File: src/rtl/bf16_pkg.sv
// Shared bf16 types and constants for the reduction sequencer and its neighbours.
package bf16_pkg;

   localparam logic [15:0] BF16_ZERO = 16'h0000;

   typedef struct packed {
      logic       sign;
      logic [7:0] exp;
      logic [6:0] frac;
   } bf16_t;

   typedef struct packed {
      logic inv;
      logic unf;
      logic ovf;
   } bf16_flags_t;

   typedef enum logic [2:0] {
      ST_IDLE,
      ST_ACCEPT,
      ST_ISSUE,
      ST_WAIT,
      ST_DONE
   } reduce_state_t;

endpackage

File: src/rtl/bf16_reduce_seq.sv
// Sequencer that folds a stream of bf16 values through an external adder,
// one add per element, and presents the sum with sticky exception flags.
module bf16_reduce_seq
   import bf16_pkg::*;
#(
   parameter int unsigned LEN_W   = 8,
   parameter int unsigned ADD_LAT = 1
) (
   input  logic             clk,
   input  logic             nRST,
   input  logic             start,
   input  logic [LEN_W-1:0] len,
   output logic             busy,
   input  logic             in_valid,
   input  logic [15:0]      in_data,
   output logic             in_ready,
   output logic             out_valid,
   output logic [15:0]      out_data,
   output logic [2:0]       out_flags,
   input  logic             out_ready,
   output logic [15:0]      add_a,
   output logic [15:0]      add_b,
   output logic             add_op,
   input  logic [15:0]      add_res,
   input  logic             add_ovf,
   input  logic             add_unf,
   input  logic             add_inv
);

   reduce_state_t    state_q, state_d;
   bf16_t            acc_q, acc_d;
   bf16_t            opnd_q, opnd_d;
   logic [LEN_W-1:0] cnt_q, cnt_d;
   bf16_flags_t      flags_q, flags_d;
   logic [2:0]       wcnt_q, wcnt_d;

   // State and datapath registers; reset abandons any reduction in flight.
   always_ff @(posedge clk or negedge nRST) begin
      if (!nRST) begin
         state_q <= ST_IDLE;
         acc_q   <= bf16_t'(BF16_ZERO);
         opnd_q  <= bf16_t'(BF16_ZERO);
         cnt_q   <= '0;
         flags_q <= '0;
         wcnt_q  <= '0;
      end else begin
         state_q <= state_d;
         acc_q   <= acc_d;
         opnd_q  <= opnd_d;
         cnt_q   <= cnt_d;
         flags_q <= flags_d;
         wcnt_q  <= wcnt_d;
      end
   end

   // Next-state and register updates for the accept/issue/wait loop.
   always_comb begin
      state_d = state_q;
      acc_d   = acc_q;
      opnd_d  = opnd_q;
      cnt_d   = cnt_q;
      flags_d = flags_q;
      wcnt_d  = wcnt_q;
      case (state_q)
         ST_IDLE: begin
            if (start) begin
               cnt_d   = len;
               acc_d   = bf16_t'(BF16_ZERO);
               flags_d = '0;
               state_d = (len != '0) ? ST_ACCEPT : ST_DONE;
            end
         end
         ST_ACCEPT: begin
            if (in_valid) begin
               opnd_d  = bf16_t'(in_data);
               state_d = ST_ISSUE;
            end
         end
         ST_ISSUE: begin
            wcnt_d  = 3'(ADD_LAT);
            state_d = ST_WAIT;
         end
         ST_WAIT: begin
            if (wcnt_q == 3'd1) begin
               acc_d   = bf16_t'(add_res);
               flags_d = bf16_flags_t'(flags_q | {add_inv, add_unf, add_ovf});
               cnt_d   = cnt_q - 1'b1;
               state_d = (cnt_q == LEN_W'(1)) ? ST_DONE : ST_ACCEPT;
            end else begin
               wcnt_d = wcnt_q - 3'd1;
            end
         end
         ST_DONE: begin
            if (out_ready) state_d = ST_IDLE;
         end
         default: state_d = ST_IDLE;
      endcase
   end

   // Outputs decoded from registered state; adder operands are only driven
   // while an add is in flight so the adder sees no activity otherwise.
   always_comb begin
      busy      = (state_q != ST_IDLE);
      in_ready  = (state_q == ST_ACCEPT);
      out_valid = (state_q == ST_DONE);
      out_data  = (state_q == ST_DONE) ? acc_q : BF16_ZERO;
      out_flags = (state_q == ST_DONE) ? flags_q : '0;
      add_a     = BF16_ZERO;
      add_b     = BF16_ZERO;
      if (state_q == ST_ISSUE || state_q == ST_WAIT) begin
         add_a = acc_q;
         add_b = opnd_q;
      end
      add_op    = 1'b0;
   end

endmodule

File: config.mk
export PLATFORM = sky130hd
export DESIGN_NAME = bf16_reduce_seq
export DESIGN_NICKNAME = d
export VERILOG_FILES = /design/src/rtl/bf16_pkg.sv /design/src/rtl/bf16_reduce_seq.sv
export SDC_FILE = /design/constraint.sdc
export NUM_CORES = 1
export LEC_CHECK = 0
export ABC_AREA = 1
export BUFFER_PORTS_ARGS = -buffer_cell sky130_fd_sc_hd__buf_2
export CAP_MARGIN = 5
export CORE_MARGIN = 4
export CORE_UTILIZATION = 35
export CTS_BUF_LIST = sky130_fd_sc_hd__clkbuf_8
export DETAILED_ROUTE_END_ITERATION = 10
export PLACE_DENSITY = 0.61
export SLEW_MARGIN = 20
export SYNTH_ARGS = -nofsm -noshare
export SYNTH_HDL_FRONTEND = slang
export SYNTH_SLANG_ARGS = --single-unit
export TNS_END_PERCENT = 1
File: constraint.sdc
create_clock -name clk -period 1.7 [get_ports clk]
set_clock_uncertainty 0.2 [all_clocks]
set_input_delay 0.085 -clock clk [delete_from_list [all_inputs] [get_ports clk]]
set_output_delay 0.085 -clock clk [all_outputs]
set_load 0.01 [all_outputs]
## After elaboration in Yosys (flattened, before gate mapping)

Index checks and enable logic that the tools add are counted.
Widths: inputs -> output; s select.

- Muxes and demuxes: 22
- Equality and inequality tests: 11
- Add/sub/neg operators: 2
- Bitwise gates (word level): 1
- Reduce and logical (&&, ||, !) cells: 10

Operator list:

| kind | count |
|---|---|
| $mux 16 | 5 |
| $pmux 16 s2 | 1 |
| $mux 3 | 10 |
| $mux 8 | 2 |
| $pmux 8 s2 | 1 |
| $pmux 3 s5 | 1 |
| $pmux 3 s2 | 2 |
| $eq 8x1->1 const B | 1 |
| $ne 2x2->1 const B | 4 |
| $reduce_bool 8->1 | 1 |
| $sub 8x1->8 const B | 1 |
| $eq 3x1->1 const B | 2 |
| $eq 3x2->1 const B | 2 |
| $reduce_and 2->1 | 2 |
| $reduce_and 4->1 | 1 |
| $reduce_bool 2->1 | 2 |
| $eq 3x3->1 const B | 1 |
| $logic_not 3->1 | 1 |
| $or 3x3->3 | 1 |
| $reduce_and 3->1 | 1 |
| $reduce_bool 3->1 | 1 |
| $sub 3x1->3 const B | 1 |
| $ne 2x1->1 const B | 1 |
| $logic_or 1x1->1 | 1 |

- Bits of input ports: 48
- Word-level logic and storage cells: 58
- Output and inout port bits: 55
- Register bits: 49

## Depth between registers and ports, before layout

- Depth in word-level cells: 4
- Gate-level depth with buffers: 9
- Mapped depth without buffers: 8

## Worst setup path before layout

Ideal clock, no wire load.

- Kind: reg2out
- Start: register state_q[1]
- End: output out_data[10]
- Buffers on the path: 1
- Stages on the path, launching flop included: 5
- Setup slack: 45 ps
- Data arrival time: 1,370 ps
- Data required time: 1,415 ps
- Cells stage by stage: dfrtp_1 nor3_1 inv_2 buf_6 nor2_1

- Longest elaborated chain between the ends: 2

RTL lines:

| element | RTL line | text |
|---|---|---|
| start, declared | bf16_reduce_seq.sv:30 | `reduce_state_t state_q, state_d;` |
| start signal, assigned | bf16_reduce_seq.sv:47 | `state_q <= state_d;` |
| $eq 3x3->1 | -- |  |
| net out_valid | bf16_reduce_seq.sv:17 | `output logic out_valid,` |
| $mux 16 | bf16_reduce_seq.sv:106 | `out_data = (state_q == ST_DONE) ? acc_q : BF16_ZERO;` |
| end, declared | bf16_reduce_seq.sv:18 | `output logic [15:0] out_data,` |

The timed path passes the listed nets, and every way through them passes these cells.

## Final worst setup path

- Start: register state_q[1]
- End: output add_b[13]

- Longest elaborated chain between the ends: 3
- Elaborated cells on any way between the ends: 4
- Classes of those cells: 2 x eq/ne; 1 x mux; 1 x reduce/logical

RTL lines:

| element | RTL line | text |
|---|---|---|
| $eq 3x2->1 | bf16_reduce_seq.sv:110 | `if (state_q == ST_ISSUE \|\| state_q == ST_WAIT) begin` |
| $logic_or 1x1->1 (*) | bf16_reduce_seq.sv:110 |  |
| $mux 16 (*) | bf16_reduce_seq.sv:110 |  |
| end, declared | bf16_reduce_seq.sv:22 | `output logic [15:0] add_b,` |

Mark *: on every way between the ends. The rest lies on a longest branch, timed or not.

==> summary.md <==
| Metric | Value |
|---|---|
| Status | `complete, but fails checks` |
| Failing checks | `setup timing` |
| Pins Over Slew Limit | `0` |
| WS Path Type | `flop to output port` |
| Syn avg cell area | `~7.3 sq um` |
| Total core area | `around 7400 sq um` |
| Mapped Cells | `about 370` |
| Power per cell area | `approximately 1500 nW/um^2` |
| CTS sink count | `49` |
| Syn_nets | `between 400 and 500` |
| Mapped cell area | `~2700 sq um` |
| Gr usage total | `0.165` |
| Total Power | `6.37 mW` |
| Critical Path AT | `around 1.5 ns` |
| Share of the synthesized area in the top cell type | `0.456` |
| Max FO, Critical Path | `16` |
| First-pass GRT wire length | `between 10 and 15 mm` |
| Worst VDD drop | `~0.67 mV` |
| Commonest non-fill, non-tap cell in the layout | `buf_2` |
| Dpl cells | `around 560` |
| Met1 usage | `0.209` |
| RSZ-0062 raised after global routing | `yes` |
| Hold slack | `between 0.03 and 0.04 ns` |
| Vias in the first global route | `~2,600` |
| Fin util | `0.569` |
| Vias per inst | `approximately 4.5` |
| Worst skew pair latency | `0.29 ns` |
| ANT cells | `0` |
| #FFs+latches synth | `49` |
| Register area share after synthesis | `0.456` |
| Final Instance Area | `~4200 sq um` |
| TritonCTS clock tree | `done` |
| Drt pass-1 iters | `4` |
| CP Launch Type | `flop` |
| Tightest Hold Check Type | `primary input to flop` |
| Largest area contributor in the netlist | `dfrtp_1` |
| Met2 Track Usage GR | `0.288` |
| Most used routing layer | `met2` |
| Max-cap violations | `0` |
| Final ANT Viol Nets | `0` |
| Yosys cell types | `26` |
| Share of cells above drive strength 1 | `0.333` |
| Ys Warns | `0` |
| Leak | `2.27 nW` |
| WL/cell | `~13 um` |
| Fin crit share | `1.02` |
| Synth area leaders | `dfrtp_1 46%, nor2_1 12%, inv_1 10%` |
| Rows | `31` |
| Detailed-route via count | `about 2,900` |
| Final HPWL DP | `around 5.0 mm` |
| Clock slew at reported path FFs | `~0.09 ns` |
| DRC | `0` |
| Initial antenna violation count | `0` |
| Pin count of the biggest net entering global routing | `50` |
| Drt total wl | `around 8 mm` |
| Worst setup EP type | `output port` |
| CTS root buffer | `clkbuf_8` |
| Starting density of the core | `0.365` |
| Commonest non-fill, non-tap cells in the layout | `100 x buf_2, 70 x inv_1, 64 x nor2_1` |
| Die H | `95.7 um` |
| Layout Nets | `between 500 and 600` |
| Iteration-0 DRC Markers | `120` |
| Input/output buffers | `between 100 and 150` |
| Die W | `95.7 um` |
| Gr ovfl total | `0` |
| Fin cells | `~630` |
| TritonCTS Buffers | `5` |
| WP data required | `roughly 1.4 ns` |
| Post-Place Setup Slack | `-0.0381 ns` |
| Met3 usage in global routing | `0.0305` |
| Gpl congestion | `0.896` |
| FMAX | `roughly 580 MHz` |
| H-tree Lvls | `2` |
| I/O pin cnt | `roughly 100` |
| Area Overhead vs Synth | `55.9%` |
| Fin Setup TNS | `-0.543 ns` |
| Deepest clock path buffer count | `2` |
| DP Area | `roughly 3300 sq um` |
| Hold Fails Final Rpt | `0` |
| Total die area | `around 9000 sq um` |
| Crit path time final | `roughly 1.7 ns` |
| Final Setup Violations | `28` |
| Final WS setup | `-0.0386 ns` |
## report_power, final
| group | switching (mW) | leakage [nW] | internal [mW] |
|---|---|---|---|
| clock network | 0.388 | 0.0574 | 0.479 |
| logic | 2.17 | 1.61 | 1.47 |
| registers | 0.236 | 0.606 | 1.62 |
## cell families (layout without fill, tap and decap cells)
logic type                 count (synthesis)  after routing  synth area share
adders and majority gates                  4              4            0.0186
buffers and inverters                     91            255             0.144
other                                      1              1           0.00139
and+or+nand+nor                          164            165             0.265
AOI/OAI and AO/OA                         58             58             0.116
DFF                                       49             49             0.456
## area by class of cell
class | count | area (sq um)
clock inverters | 2 | 37.5
multi-input cells | 228 | 1200
clock buffers | 6 | 82.6
repair buffers | 170 | 1220
fillers | 688 | 3170
inverters | 77 | 304
well taps | 99 | 124
flip-flops and latches | 49 | 1230
## critical path, cell delays in order (launching register included)
cell and delay, ns:
dfrtp_1 0.45, inv_2 0.10, nor2_4 0.15, inv_4 0.07, buf_12 0.15, nor2_1 0.09, buf_2 0.14
## synthesized netlist by cell type
cell type and n:
nand4_1 3, nand3_2 3, buf_4 1, nand2_4 1, clkbuf_1 3, buf_2 6, nand3_1 11, nand2_2 3
a21oi_1 17, nand4_2 1, o21ai_0 23, dfrtp_1 49, nor3_1 1, conb_1 1, o22ai_1 17, nand3_4 1
ha_1 4, buf_6 3, inv_1 73, nor2_1 85, o21ai_1 1, nand2_1 53, or2_2 1, buf_8 1
inv_2 4, nor2_8 1
## path summary, 6_finish.rpt
check | from | end | slack [ns] | cells past startpoint
worst max register to register | state_q[1] | cnt_q[5] | 0.05 | 7
worst min register to register | flags_q[1] | flags_q[1] | 0.31 | 2
max in group asynchronous | nRST | state_q[0] | 0.97 | 3
min in group asynchronous | nRST | opnd_q[6] | 0.09 | 3
worst min-delay path | start | cnt_q[6] | 0.04 | 5
worst max-delay path | state_q[1] | add_b[13] | -0.04 | 6
## flip-flops by register name, indices dropped and copies added, names as in the netlist
register / count
acc_q: 16
opnd_q: 16
cnt_q: 8
flags_q: 3
state_q: 3
wcnt_q: 3
## routing by layer
| metal | up-vias | share of wire |
|---|---|---|
| met5 | - | 0 |
| met4 | 0 | 0.014 |
| met3 | 11 | 0.065 |
| met2 | 108 | 0.50 |
| met1 | 1298 | 0.43 |
| li1 | 1450 | - |
## timing repair
item | 4_1_cts | 5_1_grt
pin swaps | 2 | 4
endpoints found under the hold margin | 93 | 0
gates resized for setup | 7 | 43
hold buffers | 45 | 0
setup buffers | 4 | 8
endpoints found under the setup margin | 71 | 97
cloned | 1 | 2
Note: power is estimated with default switching activity, not from simulation.
